File: config.mk
export PLATFORM = sky130hd
export DESIGN_NAME = i2cmb_cmd_queue
export DESIGN_NICKNAME = d
export VERILOG_FILES = /design/src/rtl/i2cmb_cmd_queue.sv
export SDC_FILE = /design/constraint.sdc
export NUM_CORES = 1
export LEC_CHECK = 0
export ABC_AREA = 1
export ABC_CLOCK_PERIOD_IN_PS = 3500
export BUFFER_PORTS_ARGS = -buffer_cell sky130_fd_sc_hd__buf_2
export CAP_MARGIN = 20
export CORE_ASPECT_RATIO = 1.2
export CORE_MARGIN = 2
export CORE_UTILIZATION = 55
export CTS_CLUSTER_DIAMETER = 150
export DETAILED_ROUTE_END_ITERATION = 12
export HOLD_SLACK_MARGIN = 0.12
export PLACE_DENSITY = 0.75
export SETUP_SLACK_MARGIN = 0.15
export SLEW_MARGIN = 10
export SYNTH_ARGS = -nofsm -noshare
export SYNTH_HDL_FRONTEND = slang
export SYNTH_SLANG_ARGS = --single-unit
export TNS_END_PERCENT = 5
File: constraint.sdc
create_clock -name clk_i -period 3.5 [get_ports clk_i]
set_input_delay 0.7 -clock clk_i [delete_from_list [all_inputs] [get_ports clk_i]]
set_output_delay 0.7 -clock clk_i [all_outputs]
set_load 0.01 [all_outputs]
File: src/rtl/i2cmb_cmd_queue.sv
// i2cmb_cmd_queue: command queue and sequencer between the Wishbone register
// front-end and the I2C byte-level FSM. Software pushes byte-level commands;
// the sequencer issues them one at a time, waits for completion, tracks the
// last status, and halts with an interrupt on any failure.
//
// Ports:
//   clk_i, rst_n_i          clock, async active-low reset
//   cmd_valid/ready/op/data push side (op: 0 START,1 STOP,2 RD_ACK,3 RD_NAK,
//                           4 WRITE,5 SET_BUS, 6/7 illegal)
//   exec_valid/ready/op/data/bus  command offered to byte FSM
//   rsp_valid/status/data   byte FSM completion (0 DONE,1 NAK,2 ARB,3 ERR)
//   last_status_o           0 NONE,1 DONE,2 NAK,3 ARB_LOST,4 ERROR,
//                           5 TIMEOUT,6 BAD_BUS,7 BAD_OP
//   rd_data_o, level_o, halted_o, irq_o, irq_ack_i
module i2cmb_cmd_queue #(
  parameter int DEPTH     = 8,
  parameter int NUM_BUSES = 16,
  parameter int DATA_W    = 8,
  parameter int TIMEOUT_W = 16,
  parameter int TIMEOUT   = 50000
) (
  input  logic                         clk_i,
  input  logic                         rst_n_i,
  input  logic                         cmd_valid_i,
  output logic                         cmd_ready_o,
  input  logic [2:0]                   cmd_op_i,
  input  logic [DATA_W-1:0]            cmd_data_i,
  output logic                         exec_valid_o,
  input  logic                         exec_ready_i,
  output logic [2:0]                   exec_op_o,
  output logic [DATA_W-1:0]            exec_data_o,
  output logic [7:0]                   exec_bus_o,
  input  logic                         rsp_valid_i,
  input  logic [1:0]                   rsp_status_i,
  input  logic [DATA_W-1:0]            rsp_data_i,
  output logic [2:0]                   last_status_o,
  output logic [DATA_W-1:0]            rd_data_o,
  output logic [$clog2(DEPTH+1)-1:0]   level_o,
  output logic                         halted_o,
  output logic                         irq_o,
  input  logic                         irq_ack_i
);
  localparam int AW = $clog2(DEPTH);
  localparam int LW = $clog2(DEPTH+1);

  localparam logic [2:0] OP_RD_ACK  = 3'd2;
  localparam logic [2:0] OP_RD_NAK  = 3'd3;
  localparam logic [2:0] OP_SET_BUS = 3'd5;

  localparam logic [2:0] ST_TIMEOUT = 3'd5;
  localparam logic [2:0] ST_BAD_BUS = 3'd6;
  localparam logic [2:0] ST_BAD_OP  = 3'd7;

  typedef enum logic [1:0] {S_IDLE, S_ISSUE, S_WAIT, S_HALT} state_t;

  state_t state_q, state_d;

  // Pointers carry one extra wrap bit so full and empty are distinguishable.
  logic [AW:0]            wr_ptr, rd_ptr, wr_vis;
  logic [DATA_W+2:0]      mem [DEPTH];
  logic [DATA_W+2:0]      head;
  logic [2:0]             head_op;
  logic [DATA_W-1:0]      head_data;
  logic                   full, avail, push;
  logic                   alive_q;

  logic [2:0]             exec_op_q;
  logic [DATA_W-1:0]      exec_data_q;
  logic [7:0]             bus_q;
  logic [2:0]             status_q;
  logic [DATA_W-1:0]      rd_data_q;
  logic                   irq_q;
  logic [TIMEOUT_W-1:0]   wd_q;

  logic pop, flush, ld_exec, ld_bus, st_ld, rd_ld, wd_clr, wd_inc, irq_set;
  logic [2:0] st_d;

  assign head      = mem[rd_ptr[AW-1:0]];
  assign head_op   = head[DATA_W+2:DATA_W];
  assign head_data = head[DATA_W-1:0];
  assign level_o   = LW'(wr_ptr - rd_ptr);
  assign full      = (level_o == LW'(DEPTH));
  // The sequencer sees the write pointer one cycle late (registered head
  // read), giving the two-cycle push-to-issue latency.
  assign avail     = (wr_vis != rd_ptr);

  assign cmd_ready_o   = alive_q && !full && (state_q != S_HALT);
  assign push          = cmd_valid_i && cmd_ready_o;
  assign exec_valid_o  = (state_q == S_ISSUE);
  assign exec_op_o     = exec_op_q;
  assign exec_data_o   = exec_data_q;
  assign exec_bus_o    = bus_q;
  assign last_status_o = status_q;
  assign rd_data_o     = rd_data_q;
  assign halted_o      = (state_q == S_HALT);
  assign irq_o         = irq_q;

  always_ff @(posedge clk_i or negedge rst_n_i) begin
    if (!rst_n_i) state_q <= S_IDLE;
    else          state_q <= state_d;
  end

  always_comb begin
    state_d = state_q;
    pop = 1'b0; flush = 1'b0; ld_exec = 1'b0; ld_bus = 1'b0;
    st_ld = 1'b0; st_d = status_q; rd_ld = 1'b0;
    wd_clr = 1'b0; wd_inc = 1'b0; irq_set = 1'b0;
    case (state_q)
      S_IDLE: if (avail) begin
        pop = 1'b1;
        if (head_op == OP_SET_BUS) begin
          if (32'(head_data) < NUM_BUSES) ld_bus = 1'b1;
          else begin st_ld = 1'b1; st_d = ST_BAD_BUS; state_d = S_HALT; end
        end else if (head_op > OP_SET_BUS) begin
          st_ld = 1'b1; st_d = ST_BAD_OP; state_d = S_HALT;
        end else begin
          ld_exec = 1'b1; state_d = S_ISSUE;
        end
      end
      S_ISSUE: if (exec_ready_i) begin
        wd_clr = 1'b1; state_d = S_WAIT;
      end
      S_WAIT: if (rsp_valid_i) begin
        // A response in the watchdog's final cycle takes priority.
        st_ld = 1'b1;
        st_d  = {1'b0, rsp_status_i} + 3'd1;
        if (rsp_status_i == 2'd0) begin
          state_d = S_IDLE;
          rd_ld   = (exec_op_q == OP_RD_ACK) || (exec_op_q == OP_RD_NAK);
          irq_set = (level_o == '0) && !push;
        end else begin
          state_d = S_HALT;
        end
      end else if (wd_q == TIMEOUT_W'(TIMEOUT - 1)) begin
        st_ld = 1'b1; st_d = ST_TIMEOUT; state_d = S_HALT;
      end else begin
        wd_inc = 1'b1;
      end
      S_HALT: if (irq_ack_i) begin
        flush = 1'b1; state_d = S_IDLE;
      end
      default: state_d = S_IDLE;
    endcase
    if (state_d == S_HALT && state_q != S_HALT) irq_set = 1'b1;
  end

  // Queue storage needs no reset; validity is tracked by the pointers.
  always_ff @(posedge clk_i) begin
    if (push) mem[wr_ptr[AW-1:0]] <= {cmd_op_i, cmd_data_i};
  end

  always_ff @(posedge clk_i or negedge rst_n_i) begin
    if (!rst_n_i) begin
      wr_ptr <= '0; rd_ptr <= '0; wr_vis <= '0; alive_q <= 1'b0;
    end else begin
      alive_q <= 1'b1;
      wr_vis  <= wr_ptr;
      if (push) wr_ptr <= wr_ptr + 1'b1;
      // Pushes are refused in HALT, so the flush never races a write.
      if (flush)    rd_ptr <= wr_ptr;
      else if (pop) rd_ptr <= rd_ptr + 1'b1;
    end
  end

  always_ff @(posedge clk_i or negedge rst_n_i) begin
    if (!rst_n_i) begin
      exec_op_q <= '0; exec_data_q <= '0; bus_q <= '0; status_q <= '0;
      rd_data_q <= '0; irq_q <= 1'b0; wd_q <= '0;
    end else begin
      if (ld_exec) begin
        exec_op_q   <= head_op;
        exec_data_q <= head_data;
      end
      if (ld_bus) bus_q <= 8'(head_data);
      if (st_ld)  status_q <= st_d;
      if (rd_ld)  rd_data_q <= rsp_data_i;
      if (wd_clr)      wd_q <= '0;
      else if (wd_inc) wd_q <= wd_q + 1'b1;
      if (irq_set)        irq_q <= 1'b1;
      else if (irq_ack_i) irq_q <= 1'b0;
    end
  end
endmodule

==> results.md, run 1 <==
- Status: finished clean
- Element type at the critical path start: register
- Final setup vio count: 0
- Layout area overhead: 15.53%
- Seq cells post-synth: 150
- Clk_lat worst skew: 0.42 ns
- Cells after synthesis: 680
- Placed inst area: approximately 7300 um^2
- Vias per cell: 5.460
- Register area share after synthesis: 61.67%
- I/O pins: 65
- Detail Route Antenna Nets: 0
- DR iter-0 viols: 401
- Footprint of the multi-input gates: 2156 um^2
- Sw frac: 37.80%
- Total die area: 13270 um^2
- Sequential cell area: roughly 4200 um^2
- Fin. Hold Viols: 0
- Synthesized area per cell: 10.00 um^2
- Clk sinks: 150
- Reg power frac: 36.1%
- WL/cell: roughly 16 um
- Clock root buffer: clkbuf_16
- Dpl ws: between 0.7 and 0.8 ns
- Setup Skew: 0.007554 ns
- Congestion Overflow GR: 0
- Vias in the first global route: around 5000
- WL met2: 7.719 mm
- Setup Fix Bufs, Post-CTS: 0
- # port buffers: 64
- DRC viols: 0
- Clock power frac: 27.5%
- Share of cells above drive strength 1: 17.75%
- GP Congestion: approximately 0.9
- Die W: 105.5 um
- Min cycle time layout: 3.026 ns
- Leakage Power: 0.003565 uW
- Mapped Area: 6800 um^2
- Largest area contributor in the synthesized netlist: edfxtp_1
- H-tree depth: 4
- Detail Placement HPWL: between 10 and 15 mm
- Crit end category: output port
- Synth top area cells: edfxtp_1, dfrtp_1, nand2_1
- Routed Wire Length: 15.15 mm
- DIE HEIGHT: 125.8 um
- Hold Slack: 0.3568 ns
- Starting Density: a little under three fifths
- Nets: 789
- Max-cap viol count: 0
- Num CTS Buffers: 17
- Syn Nets: 716
- Drt first pass iters: 5
- Fin crit share: about 86%
- Power Density: between 800 and 900 nW/um^2
- Pint: 4067 uW
- Fin area: between 7000 and 8000 um^2
- Reg2reg setup slack: ~0.65 ns
- Reported net switching power: 2471 uW
- Clock Pin Slew Worst Setup and Hold Paths: around 0.060 ns
- Number of antenna violations at the first check in global routing: 0
- Fin Setup TNS: 0 ns
- WL met3: 739 um
- CP Class: reg2out
- Global-route wire length before repair: 24.60 mm
- Crit Path Max Fanout: 6
- GRT Overall Usage: 24.21%
- # hold bufs at CTS: 0
- Rel. slew slack: 47.89%
- Peak Freq: 330.5 MHz
- Row count: 44
- Highest routing layer actually used: met4
- Yosys Warn Count: 0
- RSZ-0062 raised after global routing: no
- Diodes inserted: 0
- Worst r2r dst: mem[7][2]
- Worst r2r src: wr_ptr[0]
- M1 WL: 6.284 mm
- Worst R2R Path Depth: 11
- Post-CTS resize count: 0
- Slew @ Worst Pin: 0.7816 ns
- Combinational share of power: 36.4%
- Worst vdd ir: 343.8 uV
- Bufs on Longest Clock Path: 2
- TritonCTS clock tree: built
- HP Class: in2async
- WP data required: roughly 2.8 ns
- FILL cells: 968
- Slew Limit Fails: 0
- Yosys top cell area share: 38.86%
- Pin count of the biggest net entering global routing: 50
- Crit path DAT: between 2 and 2.5 ns
- Fin worst setup slack: approximately 0.47 ns
- Count of cell types in the netlist: 36
- Core ar.: around 12000 um^2
- Vias: roughly 5100
## layout make-up
type / instances / share of cell area, %
Multi-Input combinational cell: 427 / 27.44
Clock buffer: 25 / 6.721
Tap cell: 161 / 2.564
Clock inverter: 7 / 0.8441
Sequential cell: 150 / 53.38
Inverter: 82 / 3.918
Timing Repair Buffer: 75 / 5.128
## cells in the mapped netlist, drive strengths merged
master	count
conb	1
mux2i	2
inv	81
mux2	8
or2	2
o31ai	9
edfxtp	88
fa	1
o21ai	37
nor2	58
o21a	5
xnor2	7
ha	8
nand4	3
dfrtp	62
nand2	193
nor3	11
a21oi	11
clkinv	1
xor2	12
o22ai	9
nand3	49
o221ai	1
clkbuf	2
buf	19
## worst max-delay path by stage
stage | to | start
6_report | cmd_ready_o | wr_ptr[0]
5_1_grt | cmd_ready_o | wr_ptr[0]
4_1_cts | cmd_ready_o | wr_ptr[0]
3_5_place_dp | mem[7][4] | wr_ptr[0]
3_3_place_gp | exec_bus_o[1] | rd_ptr[0]
2_1_floorplan | mem[6][0] | rd_ptr[1]
## per-stage QoR
stage	instances	utilization, %	total power (uW)
after floorplan	680	-	4067
after global placement	895	59.96	4663
after detailed placement	895	59.96	4749
after CTS	927	64.87	6562
after global routing	927	64.87	6954
final	927	64.87	6539
## kinds of logic (layout without fill, tap and decap cells)
group / Yosys count / in the layout / share of synthesized area, %
and+or+nand+nor: 316 / 316 / 19.56
DFF: 150 / 150 / 61.67
buffers and inverters: 103 / 189 / 6.624
AOI/OAI and AO/OA: 72 / 72 / 6.255
xor gates and xnor gates: 19 / 19 / 2.447
muxes: 10 / 10 / 1.619
adders and majority gates: 9 / 9 / 1.766
other: 1 / 1 / 0.05514
## registers in the layout, indices dropped and copies added (netlist names)
register	flops
exec_bus_o	8
mem	88
wr_ptr	4
exec_data_o	8
alive_q	1
irq_o	1
rd_data_o	8
last_status_o	3
wr_vis	4
state_q	2
wd_q	16
rd_ptr	4
exec_op_o	3
## power by group through the flow
stage          clock [uW]  combinational [uW]  sequential, uW
2_1_floorplan           0                1650            2420
3_3_place_gp            0                2290            2370
3_5_place_dp            0                2360            2390
4_1_cts              1830                2380            2360
5_1_grt              1900                2670            2390
6_report             1800                2380            2360
## critical path, cell delays in order (launching register included)
cell and delay (ns):
dfrtp_1 0.44, inv_1 0.12, ha_1 0.15, inv_1 0.05, fa_1 0.37, xor2_1 0.17, nor3_1 0.21, nand2_1 0.08
nand3_1 0.12, inv_1 0.06, buf_2 0.14
## metal layers
layer / global-route usage [%] / up-vias
met2: 41.21 / 158
li1: - / 2372
met1: 29.97 / 2502
met3: 4.865 / 29
met4: 10.68 / 0
met5: 0 / -
## cell usage in the layout (no fill, tap or decap), types with 6 or more instances in the layout
master,netlist,final
o31ai_1,9,9
nor2_1,52,52
nor3_1,11,11
xnor2_1,7,7
xor2_1,12,12
mux2_2,8,8
dfrtp_1,62,62
clkbuf_16,0,19
inv_2,6,6
o21ai_0,32,32
a21oi_1,7,7
nand3_1,48,48
ha_1,8,8
edfxtp_1,88,88
buf_2,9,64
o22ai_1,9,9
inv_1,75,75
buf_4,6,11
nand2_1,188,188
No activity file was read; power rests on OpenSTA's default activity.
==> inputs of run 2 (changes only) <==
Settings changed: ABC_AREA 1 to not set.
==> results.md, run 2 <==
- GP Congestion: 0.8029 (was 0.9004)
- Routed Wire Length: 11.88 mm (was 15.15 mm)
- Compound-Gate Fraction of Synth Area: 5.151% (was 6.256%)
- H-tree depth: 4 (unchanged)
- FILL cells: 776 (was 968)
- Largest area contributor in the synthesized netlist: edfxtp_1 (unchanged)
- Status: finished clean (unchanged)
- Largest register FFs: 88 (unchanged)
- DR iter-0 viols: 159 (was 401)
- Row count: 42 (was 44)
- Most used cell, CP: inv_1 (unchanged)
- Die W: 101.4 um (was 105.5 um)
- Syn Nets: 450 (was 716)
- Vias: 3653 (was 5061)
- Clock Pin Slew Worst Setup and Hold Paths: 0.06 ns (about the same)
- Core ar.: 11090 um^2 (was 12110 um^2)
- Fin crit share: 89.77% (was 86.45%)
- DRC viols: 0 (unchanged)
- I/O pins: 65 (unchanged)
- XOR/XNOR share of the synthesized area: 3.214% (was 2.447%)
- Setup Fix Bufs, Post-CTS: 0 (unchanged)
- Synth top area cells: edfxtp_1, dfrtp_1, mux4_2 (was edfxtp_1, dfrtp_1, nand2_1)
- Commonest non-fill, non-tap cell in the layout: edfxtp_1 (was nand2_1)
- Starting Density: 56.52% (was 56.15%)
- GRT Overall Usage: 21.58% (was 24.21%)
- Setup crit start: wr_ptr[0] (unchanged)
- WL/cell: 17.86 um (was 16.34 um)
- Fin. Hold Viols: 0 (unchanged)
- Power Density: 838.4 nW/um^2 (was 832.3 nW/um^2)
- Min cycle time layout: 3.142 ns (was 3.026 ns)
- FFs w/ async S/R, synth: 41.33% (unchanged)
- CP Class: reg2out (unchanged)
- Most instantiated cells after synthesis: edfxtp_1, dfrtp_1, nand2_1 (was nand2_1, edfxtp_1, inv_1)
- Leakage Power: 0.002997 uW (was 0.003565 uW)
- Nets: 536 (was 789)
- EDFF count, synth: 88 (unchanged)
- Top delay family on crit path: adder cells (unchanged)
- Cells after synthesis: 414 (was 680)
- Yosys top cell area share: 42.16% (was 38.86%)
- Most frequent cell after synthesis: edfxtp_1 (was nand2_1)
- Num CTS Buffers: 17 (unchanged)
- Crit Path Max Fanout: 6 (unchanged)
- Worst path max stage delay: 0.42 ns (was 0.44 ns)
- Worst vdd ir: 406.6 uV (was 343.8 uV)
- Register area share after synthesis: 66.92% (was 61.67%)
- Fin worst setup slack: 0.3581 ns (was 0.4741 ns)
- Synth Flop Type: edfxtp_1 (unchanged)
- Mapped Area: 6267 um^2 (was 6800 um^2)
- Congestion Overflow GR: 0 (unchanged)
- Multiplexer share of the synthesized area: 11.46% (was 1.619%)
- Drt first pass iters: 4 (was 5)
- Count of cell types in the netlist: 55 (was 36)
- Slew Limit Fails: 0 (unchanged)
- Final setup vio count: 0 (unchanged)
- Vias per cell: 5.493 (was 5.460)
- HP Class: in2async (unchanged)
- Pin count of the biggest net entering global routing: 33 (was 50)
- Element type at the critical path start: register (unchanged)
- TritonCTS clock tree: built (unchanged)
- Number of antenna violations at the first check in global routing: 0 (unchanged)
- Clk_lat worst skew: 0.42 ns (about the same)
- Worst path slowest cell: dfrtp_1 (unchanged)
- Fin Setup TNS: 0 ns (unchanged)
- Seq cells post-synth: 150 (unchanged)
- Most frequent cells in the layout: edfxtp_1, buf_2, dfrtp_1, nand2_1, nor2_1 (was nand2_1, edfxtp_1, inv_1, buf_2, dfrtp_1)
- Worst r2r src: wr_ptr[0] (unchanged)
- Total die area: 12270 um^2 (was 13270 um^2)
- Crit end category: output port (unchanged)
- Detail Placement HPWL: 8.195 mm (was 10.36 mm)
- # port buffers: 64 (unchanged)
- Worst path bufs/invs: 3 (was 4)
- Share of cells above drive strength 1: 29.75% (was 17.75%)
- Global-route wire length before repair: 19.71 mm (was 24.60 mm)
- RSZ-0062 raised after global routing: yes (was no)
- WP data required: 2.80 ns (about the same)
- Peak Freq: 318.3 MHz (was 330.5 MHz)
- Synthesized area per cell: 15.14 um^2 (was 10.00 um^2)
- Yosys Warn Count: 0 (unchanged)
- Rel. slew slack: 31.21% (was 47.89%)
- Slew @ Worst Pin: 1.028 ns (was 0.7816 ns)
- Clock root buffer: clkbuf_16 (unchanged)
- DIE HEIGHT: 120.9 um (was 125.8 um)
- Detail Route Antenna Nets: 0 (unchanged)
- Critical-path cell list: inv_1, ha_1, inv_1, fa_1, xor2_1, or3_1, o211a_1, buf_2 (was inv_1, ha_1, inv_1, fa_1, xor2_1, nor3_1, nand2_1, nand3_1, inv_1, buf_2)
- Synth Area in Simple Gates: 9.363% (was 19.56%)
- Crit path DAT: 2.44 ns (was 2.33 ns)
- Diodes inserted: 0 (unchanged)
- Setup Skew: 0.01466 ns (was 0.007554 ns)
- Dpl ws: 0.3496 ns (was 0.7023 ns)
- Vias in the first global route: 3828 (was 4888)
- Max-cap viol count: 0 (unchanged)
- Clk sinks: 150 (unchanged)
- Bufs on Longest Clock Path: 2 (unchanged)
- Layout area overhead: 18.03% (was 15.53%)
- Adder-Cell Fraction of Synth Area: 1.917% (was 1.766%)
- Largest family of logic cells by synthesized area: multiplexers (was simple AND/OR/NAND/NOR gates)
[run 2: cell types whose count changed after synthesis, moves of 8 or more]
cell / before / now
a21oi_1: 7 / 16
nor3_1: 11 / 3
o21ai_0: 32 / 7
nand2_1: 188 / 36
o31ai_1: 9 / 0
nand3_1: 48 / 10
nor2_1: 52 / 34
inv_1: 75 / 14
mux4_2: 0 / 22
o22ai_1: 9 / 0
[run 2: report_power, final]
group | leakage [uW] | total [uW] | switching (uW) | internal (uW)
combinational | 0.00113 | 2040 | 1160 | 880
clock | 0.000283 | 1770 | 716 | 1050
sequential | 0.00158 | 2390 | 198 | 2200
[run 2: path summary, 6_finish.rpt]
path                                     to  slack, ns  depth (start not counted)
setup / recovery                cmd_ready_o       0.36                          8
hold / removal             last_status_o[0]       0.33                          1
setup reg to reg                  mem[2][9]       0.39                         10
hold reg to reg                   wr_vis[0]       0.47                          0
max in group asynchronous    exec_data_o[1]       2.32                          2
min in group clk_i                wr_vis[0]       0.47                          0
[run 2: cells by family after synthesis]
group | Yosys count
buffers and inverters | 25
and+or+nand+nor | 118
xor gates and xnor gates | 23
DFF | 150
muxes | 41
AOI/OAI and AO/OA | 47
other | 1
adders and majority gates | 9
[run 2: repair_timing]
action	in CTS	in global routing
hold buffers	0	0
resized for setup	0	1
endpoints found under the setup margin	0	44
[run 2: final cells by class]
class,count,area [um^2],area share (%)
clock inverter,13,150.1,2.030
inverter,15,56.30,0.7612
multi-input combinational,239,1961,26.51
sequential,150,4194,56.70
clock buffer,17,425.4,5.751
timing repair buffer,77,417.9,5.650
tap,154,192.7,2.605
[run 2: worst register-to-register path: stages, from the launching register on]
cell and delay [ns]:
dfrtp_1 0.42, inv_1 0.11, ha_1 0.15, inv_1 0.06, fa_1 0.39, xor2_1 0.17
or3_1 0.17, o2111ai_1 0.15, inv_1 0.15, nand2_1 0.15, nor2_1 0.81
[run 2: stage by stage]
step | power (uW) | std cells | hold slack (ns) | utilization, % | area [um^2]
6_report | 6202 | 665 | 0.3293 | 66.71 | 7397
5_1_grt | 6569 | 665 | 0.3840 | 66.71 | 7397
4_1_cts | 6247 | 665 | 0.3459 | 66.69 | 7395
3_5_place_dp | 4467 | 635 | 0.4633 | 61.50 | 6819
3_3_place_gp | 4404 | 635 | 0.4410 | 61.50 | 6819
2_1_floorplan | 3816 | 414 | 0.4044 | - | 6272
[run 2: routing by layer]
| metal | GRT usage [%] | part of all wire, % |
|---|---|---|
| met2 | 35.55 | 52 |
| met1 | 28.65 | 43 |
| met3 | 5.242 | 4.3 |
| met4 | 6.334 | 1.4 |
| met5 | 0 | 0 |
